`src/rtl/uc_pila.sv`:
```
// ----------------------------------------------------------------------------
// uc_pila: control unit for the single-cycle datapath (PC, register bank, ALU).
// Decodes opcode[3:0] into datapath controls with zero latency, and adds
// CALL/RET through an internal return-address stack guarded by overflow and
// underflow detection. A small RUN/HALT/ERR state machine stops the processor
// on HALT or on a stack fault; only reset brings it back to RUN.
// ----------------------------------------------------------------------------
module uc_pila #(
    parameter  int OPW   = 6,                  // opcode width, only [3:0] decoded
    parameter  int AW    = 10,                 // PC / address width
    parameter  int DEPTH = 4,                  // return-stack entries
    localparam int SPW   = $clog2(DEPTH + 1)   // stack pointer width, 0..DEPTH
) (
    input  logic           clk,
    input  logic           reset,
    input  logic           z,
    input  logic [OPW-1:0] opcode,
    input  logic [AW-1:0]  pc_next,
    output logic           s_inc,
    output logic           s_inm,
    output logic           we3,
    output logic [2:0]     op,
    output logic           s_ret,
    output logic [AW-1:0]  ret_addr,
    output logic           pc_en,
    output logic           fin,
    output logic           err_pila,
    output logic [SPW-1:0] nivel
);

    typedef enum logic [1:0] {
        ST_RUN  = 2'd0,
        ST_HALT = 2'd1,
        ST_ERR  = 2'd2
    } state_t;

    localparam logic [SPW-1:0] SP_FULL = SPW'(DEPTH);
    localparam logic [SPW-1:0] SP_ONE  = SPW'(1);

    // Opcode field groups decoded on opcode[3:0]
    localparam logic [3:0] OPC_LOAD = 4'b1000;
    localparam logic [3:0] OPC_JMP  = 4'b1001;
    localparam logic [3:0] OPC_JZ   = 4'b1010;
    localparam logic [3:0] OPC_JNZ  = 4'b1011;
    localparam logic [3:0] OPC_CALL = 4'b1100;
    localparam logic [3:0] OPC_RET  = 4'b1101;
    localparam logic [3:0] OPC_NOP  = 4'b1110;

    state_t         st;
    state_t         st_next;
    logic [SPW-1:0] sp;
    logic [AW-1:0]  stack [DEPTH];
    logic           push;
    logic           pop;
    logic [3:0]     opc;

    assign opc   = opcode[3:0];
    assign nivel = sp;

    // Upper opcode bits carry no meaning for this control unit.
    generate
        if (OPW > 4) begin : g_opcode_hi
            logic unused_opcode_hi;
            assign unused_opcode_hi = ^opcode[OPW-1:4];
        end
    endgenerate

    // Instruction decode, stack requests and next-state selection.
    always_comb begin
        // NOTE: every output of this block gets a value before any branch, so
        // no path through the case can leave a signal holding (no latch).
        s_inc    = 1'b1;
        s_inm    = 1'b0;
        we3      = 1'b0;
        op       = 3'b000;
        s_ret    = 1'b0;
        pc_en    = 1'b1;
        fin      = 1'b0;
        err_pila = 1'b0;
        push     = 1'b0;
        pop      = 1'b0;
        st_next  = st;

        if (reset) begin
            // Hold the PC while reset is applied; everything else idles.
            pc_en = 1'b0;
        end else begin
            case (st)
                ST_RUN: begin
                    casez (opc)
                        4'b0???: begin
                            we3 = 1'b1;
                            op  = opcode[2:0];
                        end
                        OPC_LOAD: begin
                            we3   = 1'b1;
                            s_inm = 1'b1;
                        end
                        OPC_JMP: s_inc = 1'b0;
                        OPC_JZ:  s_inc = ~z;
                        OPC_JNZ: s_inc = z;
                        OPC_CALL: begin
                            if (sp < SP_FULL) begin
                                s_inc = 1'b0;
                                push  = 1'b1;
                            end else begin
                                // Overflow: freeze PC and report in this cycle.
                                pc_en    = 1'b0;
                                fin      = 1'b1;
                                err_pila = 1'b1;
                                st_next  = ST_ERR;
                            end
                        end
                        OPC_RET: begin
                            if (sp != '0) begin
                                s_ret = 1'b1;
                                pop   = 1'b1;
                            end else begin
                                // Underflow: nothing to return to.
                                pc_en    = 1'b0;
                                fin      = 1'b1;
                                err_pila = 1'b1;
                                st_next  = ST_ERR;
                            end
                        end
                        OPC_NOP: begin
                        end
                        default: begin
                            // HALT stops the PC in the cycle it is decoded.
                            pc_en   = 1'b0;
                            fin     = 1'b1;
                            st_next = ST_HALT;
                        end
                    endcase
                end
                ST_HALT: begin
                    pc_en = 1'b0;
                    fin   = 1'b1;
                end
                default: begin
                    // ST_ERR, and any unreachable encoding, behaves as a fault.
                    pc_en    = 1'b0;
                    fin      = 1'b1;
                    err_pila = 1'b1;
                    st_next  = ST_ERR;
                end
            endcase
        end
    end

    // Top-of-stack read: entry below the pointer, zero when the stack is empty.
    always_comb begin
        ret_addr = '0;
        if (!reset) begin
            for (int i = 0; i < DEPTH; i++) begin
                if (sp == SPW'(i + 1)) begin
                    ret_addr = stack[i];
                end
            end
        end
    end

    // State, stack pointer and stack storage update on the rising edge.
    always_ff @(posedge clk or posedge reset) begin
        // NOTE: the stack is small and ret_addr is visible on a port, so its
        // entries are cleared by reset to keep that output deterministic.
        if (reset) begin
            st <= ST_RUN;
            sp <= '0;
            for (int i = 0; i < DEPTH; i++) begin
                stack[i] <= '0;
            end
        end else begin
            // NOTE: non-blocking assignments make every register here sample
            // the pre-edge sp, so the push slot and the new sp stay consistent.
            st <= st_next;
            if (push) begin
                sp <= sp + SP_ONE;
            end else if (pop) begin
                sp <= sp - SP_ONE;
            end
            for (int i = 0; i < DEPTH; i++) begin
                if (push && sp == SPW'(i)) begin
                    stack[i] <= pc_next;
                end
            end
        end
    end

endmodule

```
`config.mk`:
```
export PLATFORM = sky130hd
export DESIGN_NAME = uc_pila
export DESIGN_NICKNAME = d
export VERILOG_FILES = /design/src/rtl/uc_pila.sv
export SDC_FILE = /design/constraint.sdc
export NUM_CORES = 1
export LEC_CHECK = 0
export CORE_MARGIN = 4
export CORE_UTILIZATION = 45
export CTS_BUF_LIST = sky130_fd_sc_hd__clkbuf_4 sky130_fd_sc_hd__clkbuf_8
export DETAILED_ROUTE_END_ITERATION = 10
export PLACE_DENSITY_LB_ADDON = 0.1
export SETUP_SLACK_MARGIN = 0.3
export SLEW_MARGIN = 5
export SYNTH_ARGS = -nofsm -noshare
export SYNTH_HDL_FRONTEND = slang
export SYNTH_SLANG_ARGS = --single-unit
```
`constraint.sdc`:
```
create_clock -name clk -period 5.4 [get_ports clk]
set_clock_uncertainty 0.2 [all_clocks]
set_input_delay 1.35 -clock clk [delete_from_list [all_inputs] [get_ports clk]]
set_output_delay 1.35 -clock clk [all_outputs]
set_load 0.01 [all_outputs]
```
==> flow_metrics.env <==
export IMPL_layout_min_cycle_time_ps=4920
export IMPL_p_leak_nw=1.31
export IMPL_dieArea_mm2=0.00649
export IMPL_dp_cells=322
export IMPL_cts_max_level=2
export IMPL_synthFlopType="dfrtp_1"
export IMPL_synth_async_reset_ratio_pct=100
export IMPL_fp_coreArea_mm2=0.00511
export IMPL_drc=0
export IMPL_nets=284
export IMPL_combPwrFrac_pct=37.9
export IMPL_die_w_um=80.5
export IMPL_finalSetupViolations=0
export IMPL_io_buffers=39
export IMPL_slowest_stage="clkdlybuf4s50_1"
export IMPL_hold_depth=1
export IMPL_rrSetupSlack_ps=3100
export IMPL_dp_hpwl_um=3530
export IMPL_yosysWarnings=0
export IMPL_area_growth_pct=25.4
export IMPL_cp_end_kind="primary output"
export IMPL_switchingPower_w=0.000362
export IMPL_io_pins=42
export IMPL_max_stage_delay_ps=630
export IMPL_drive_gt1_share_pct=24.2
export IMPL_cts_setup_buffers=0
export IMPL_seqPwrFrac_pct=37.7
export IMPL_die_y_um=80.5
export IMPL_grt_pass1_wl_um=8890
export IMPL_slew_headroom_pct=54.7
export IMPL_hold_buffers=0
export IMPL_timing_worst_setup_path_type="primary input to primary output"
export IMPL_crit_fanout=4
export IMPL_grt_usage_pct=17.8
export IMPL_drv_cap=0
export IMPL_grt_pass1_vias=1773
export IMPL_routed_wirelength_um=5190
export IMPL_synth_edf_count=0
export IMPL_status="finished clean"
export IMPL_clkTransAtPathRegs_ps=80
export IMPL_fmax_mhz=203
export IMPL_ir_worst_vdd_mv=0.170
export IMPL_r2r_cells=5
export IMPL_ant_nets=0
export IMPL_cp_cell_sequence="clkdlybuf4s50_1, or3_1, nor4_1, clkdlybuf4s50_1"
export IMPL_synth_area_per_cell_um2=10.8
export IMPL_clk_latency_ps=290
export IMPL_rsz0062_at_grt="no"
export IMPL_final_cells=330
export IMPL_power_density_mw_per_mm2=368
export IMPL_finalMaxSlewViolations=0
export IMPL_start_util_pct=46.3
export IMPL_hold_violations=0
export IMPL_fin_setup_tns_ps=0
export IMPL_p_int_w=0.000730
export IMPL_grt_overflow=0
export IMPL_critPathArrivalTime_ps=3370
export IMPL_grt_max_degree=32
export IMPL_synthesis_area_mm2=0.00237
export IMPL_yosys_area_top_type="dfrtp_1"
export IMPL_netSwitchingFraction_pct=33.2
export IMPL_root_buffer="clkbuf_8"
export IMPL_gp_congestion=0.737
export IMPL_synth_nets=245
export IMPL_postSynthCellCount=220
export IMPL_ys_types=33
export IMPL_clockBufferDepth=2
export IMPL_drt_iter0_drc=49
export IMPL_min_from="stack[5]"
export IMPL_r2r_end="stack[5]"
export IMPL_numCtsBuffers=5
export IMPL_worstPathRequired_ps=3850
export IMPL_antenna_found_initial=0
export IMPL_ys_seq_area_share_pct=47.6
export IMPL_cts_repair_resized=0
export IMPL_wl_per_cell_um=15.7
export IMPL_diodes=0
export IMPL_synth_seq_cells=45
export IMPL_synth_common_cells="dfrtp_1 (45), mux2_2 (38), a21oi_1 (35)"
export IMPL_rows=26
export IMPL_dr_total_vias=1771
export IMPL_yosysMostFrequentCell="dfrtp_1"
export IMPL_yosysTopAreaCellShare_pct=47.6
export IMPL_tightest_slew_ps=680
export IMPL_post_route_period_util_pct=91.1
export IMPL_synth_area_leaders="dfrtp_1 (48%), mux2_2 (18%), a21oi_1 (7.4%)"
export IMPL_worstHoldEndpoint="stack[5]"
export IMPL_tritoncts="yes"
export IMPL_r2r_start="st[1]"
export IMPL_p_clk_share_pct=24.3
export IMPL_clkSinkCount=45
export IMPL_via_per_inst=5.37
export IMPL_critPathLaunchType="primary input"
export IMPL_dr_pass1_iters=4
export IMPL_hold_path_class="register to register"
export IMPL_cp_common_cell="clkdlybuf4s50_1"
export IMPL_power_w=0.00109
-- through the flow --
| step | hold WS (ps) | utilization (%) | setup WS, ps | instance area (um^2) |
|---|---|---|---|---|
| floorplan | 259 | - | 369 | 2370 |
| global placement | 268 | 55.8 | 496 | 2850 |
| detailed placement | 276 | 55.8 | 501 | 2850 |
| CTS | 294 | 58.1 | 492 | 2970 |
| global route | 315 | 58.1 | 416 | 2970 |
| finish | 292 | 58.1 | 482 | 2970 |
-- layer usage --
metal	routed length [um]	share of wire, %	global-route usage, %
met5	0	0	0
met4	57	1.1	5.57
met3	273	5.3	3.48
met2	2560	49	31.0
met1	2290	44	22.2
-- how the worst max path moves through the flow --
stage / start / endpoint / slack [ps]
floorplan: reset / ret_addr[2] / 370
global placement: reset / s_ret / 500
detailed placement: reset / s_ret / 500
CTS: reset / s_ret / 490
global route: opcode[3] / err_pila / 420
finish: reset / s_ret / 480
-- registers in the layout, indices dropped and copies added (netlist names) --
| name | cells |
|---|---|
| stack | 40 |
| nivel | 3 |
| st | 2 |
-- cell families after synthesis --
logic type	after synthesis	share of synthesized area (%)
buffers and inverters	18	2.91
adder cells (fa/ha/maj)	6	3.17
AND/OR/NAND/NOR	51	12.7
multiplexers	40	19.0
XOR/XNOR	2	0.740
AO/OA/AOI/OAI	58	13.9
flip-flops	45	47.6
-- worst max-delay path, delay by kind of cell --
| family | cells | cell delay (ps) |
|---|---|---|
| buffers and inverters | 2 | 1100 |
| AND/OR/NAND/NOR | 2 | 910 |
-- layout make-up --
| type | instances | area, um^2 |
|---|---|---|
| clock buffer | 7 | 90.1 |
| tap | 70 | 87.6 |
| fill | 457 | 2140 |
| inverter | 6 | 22.5 |
| clock inverter | 1 | 30.0 |
| multi-input combinational | 157 | 1170 |
| timing repair buffer | 44 | 440 |
| sequential | 45 | 1130 |
-- cell usage in the layout, fill, tap and decap left out, types with 2 or more instances in the layout --
master / synthesis / routed
mux2_2: 38 / 38
clkbuf_8: 0 / 6
nor3b_1: 3 / 3
nand2b_1: 2 / 2
nor2_1: 3 / 3
nand3_1: 2 / 2
nand2_2: 4 / 4
nor3_1: 2 / 2
dfrtp_1: 45 / 45
a31o_2: 2 / 2
ha_1: 6 / 6
clkdlybuf4s50_1: 0 / 39
mux2_1: 2 / 2
o21ai_0: 12 / 12
or2_2: 3 / 3
nand3b_1: 12 / 12
a2bb2oi_1: 2 / 2
inv_1: 6 / 5
nand2_1: 14 / 14
buf_4: 0 / 4
a21oi_1: 35 / 35
or3_1: 3 / 3
-- power by group through the flow --
stage	clock [W]	combinational, W	sequential, W
floorplan	0	0.000245	0.000416
finish	0.000266	0.000414	0.000412
global route	0.000288	0.000463	0.000421
global placement	0	0.000417	0.000418
CTS	0.000275	0.000421	0.000412
detailed placement	0	0.000419	0.000419
Power figures use the tool's default switching activity.
==> variant (same flow settings) <==
`DEPTH`: 4 -> 8.
--- a/src/rtl/uc_pila.sv
+++ b/src/rtl/uc_pila.sv
@@ -8,7 +8,7 @@
 module uc_pila #(
     parameter  int OPW   = 6,                  // opcode width, only [3:0] decoded
     parameter  int AW    = 10,                 // PC / address width
-    parameter  int DEPTH = 4,                  // return-stack entries
+    parameter  int DEPTH = 8,                  // return-stack entries
     localparam int SPW   = $clog2(DEPTH + 1)   // stack pointer width, 0..DEPTH
 ) (
     input  logic           clk,
Ports: changed (resized nivel); port bits go from 42 to 43. The function was not compared with the original's and may differ.
==> variant against the unedited design <==
Setup slack worse by 0.045 ns. Cell area is 74% higher. Sequential cell count is 41 higher. Register-to-register slack worse by 0.37 ns. Area after synthesis is 88% higher. Power is 110% higher. Wire length is 110% higher. Critical endpoint unchanged.
==> variant: results (changes against the unedited design) <==
Setup path
  – RR Endpoint: stack[42]$_DFFE_PP0P_
  – Worst r2r src: nivel[3]$_DFFE_PP0P_

Place
  – Place WS: 0.440 ns (-0.0608 ns)
  – GP Congestion: 0.739 (+0.34%)
  – Buffers on Ports: 40 (+2.6%)
  – Post-DP HPWL: 6730 um (+90%)
  – Cells after DPL: 530 (+65%)

Final layout
  – Share of layout cells above drive strength 1: 29.1% (+4.8 points)
  – Sequential cell count: 86 (+91%)
  – Filler instances: 884 (+93%)
  – Final Core Density: 53.4% (-4.7 points)
  – Area occupied by multi-input gates: 0.00215 sq mm (+83%)
  – Final std cells w/o fill: 546 (+65%)
  – Inverter count: 5 (-1)
  – NonClk Buf Share: 9.34% (-5.5 points)

Route
  – Met3 WL: 428 um (+57%)
  – M1 wire length: 5190 um (+130%)
  – 1st-iter DRT viols: 155 (+220%)
  – WL/cell: 19.8 um (+26%)

Yosys
  – Mux cell area share after synthesis: 20.5% (+1.5 points)
  – Mapped Nets: 397 (+62%)
  – Compound-Gate Fraction of Synth Area: 12.6% (-1.3 points)

Hold path
  – Hold Crit Endpoint: stack[21]$_DFFE_PP0P_

Timing
  – Worst-Margin Slew: 0.927 ns (+0.248 ns)

Status
  – Outcome: finished clean

Global route
  – All-Layer GR Usage: 20.0% (+2.2 points)
==> variant: how the worst max path moves through the flow <==
stage / from / to / slack (ns) / cells after the start
3_5_place_dp: reset / s_ret / 0.44 / 5
6_report: reset / s_ret / 0.44 / 5
3_3_place_gp: reset / s_ret / 0.44 / 5
4_1_cts: reset / s_ret / 0.43 / 5
5_1_grt: nivel[1]$_DFFE_PP0P_ / ret_addr[7] / 0.32 / 9
2_1_floorplan: reset / ret_addr[9] / 0.90 / 3
==> variant: worst max-delay path: cells and delay by family <==
family / cells / cell delay, ns
simple gates: 2 / 1.00
buf+inv: 3 / 1.06
==> variant: routing by layer <==
metal,vias to the layer above,GRT usage (%)
li1,1471,-
met3,5,3.06
met2,56,31.4
met5,-,0
met4,0,5.14
met1,1613,29.2
==> variant: where the power goes <==
group	leakage [nW]	internal [W]	switching, W
clock network	0.0968	0.000225	0.000234
registers	1.18	0.000761	0.0000951
logic	1.07	0.000446	0.000529
total	2.34	0.00143	0.000858
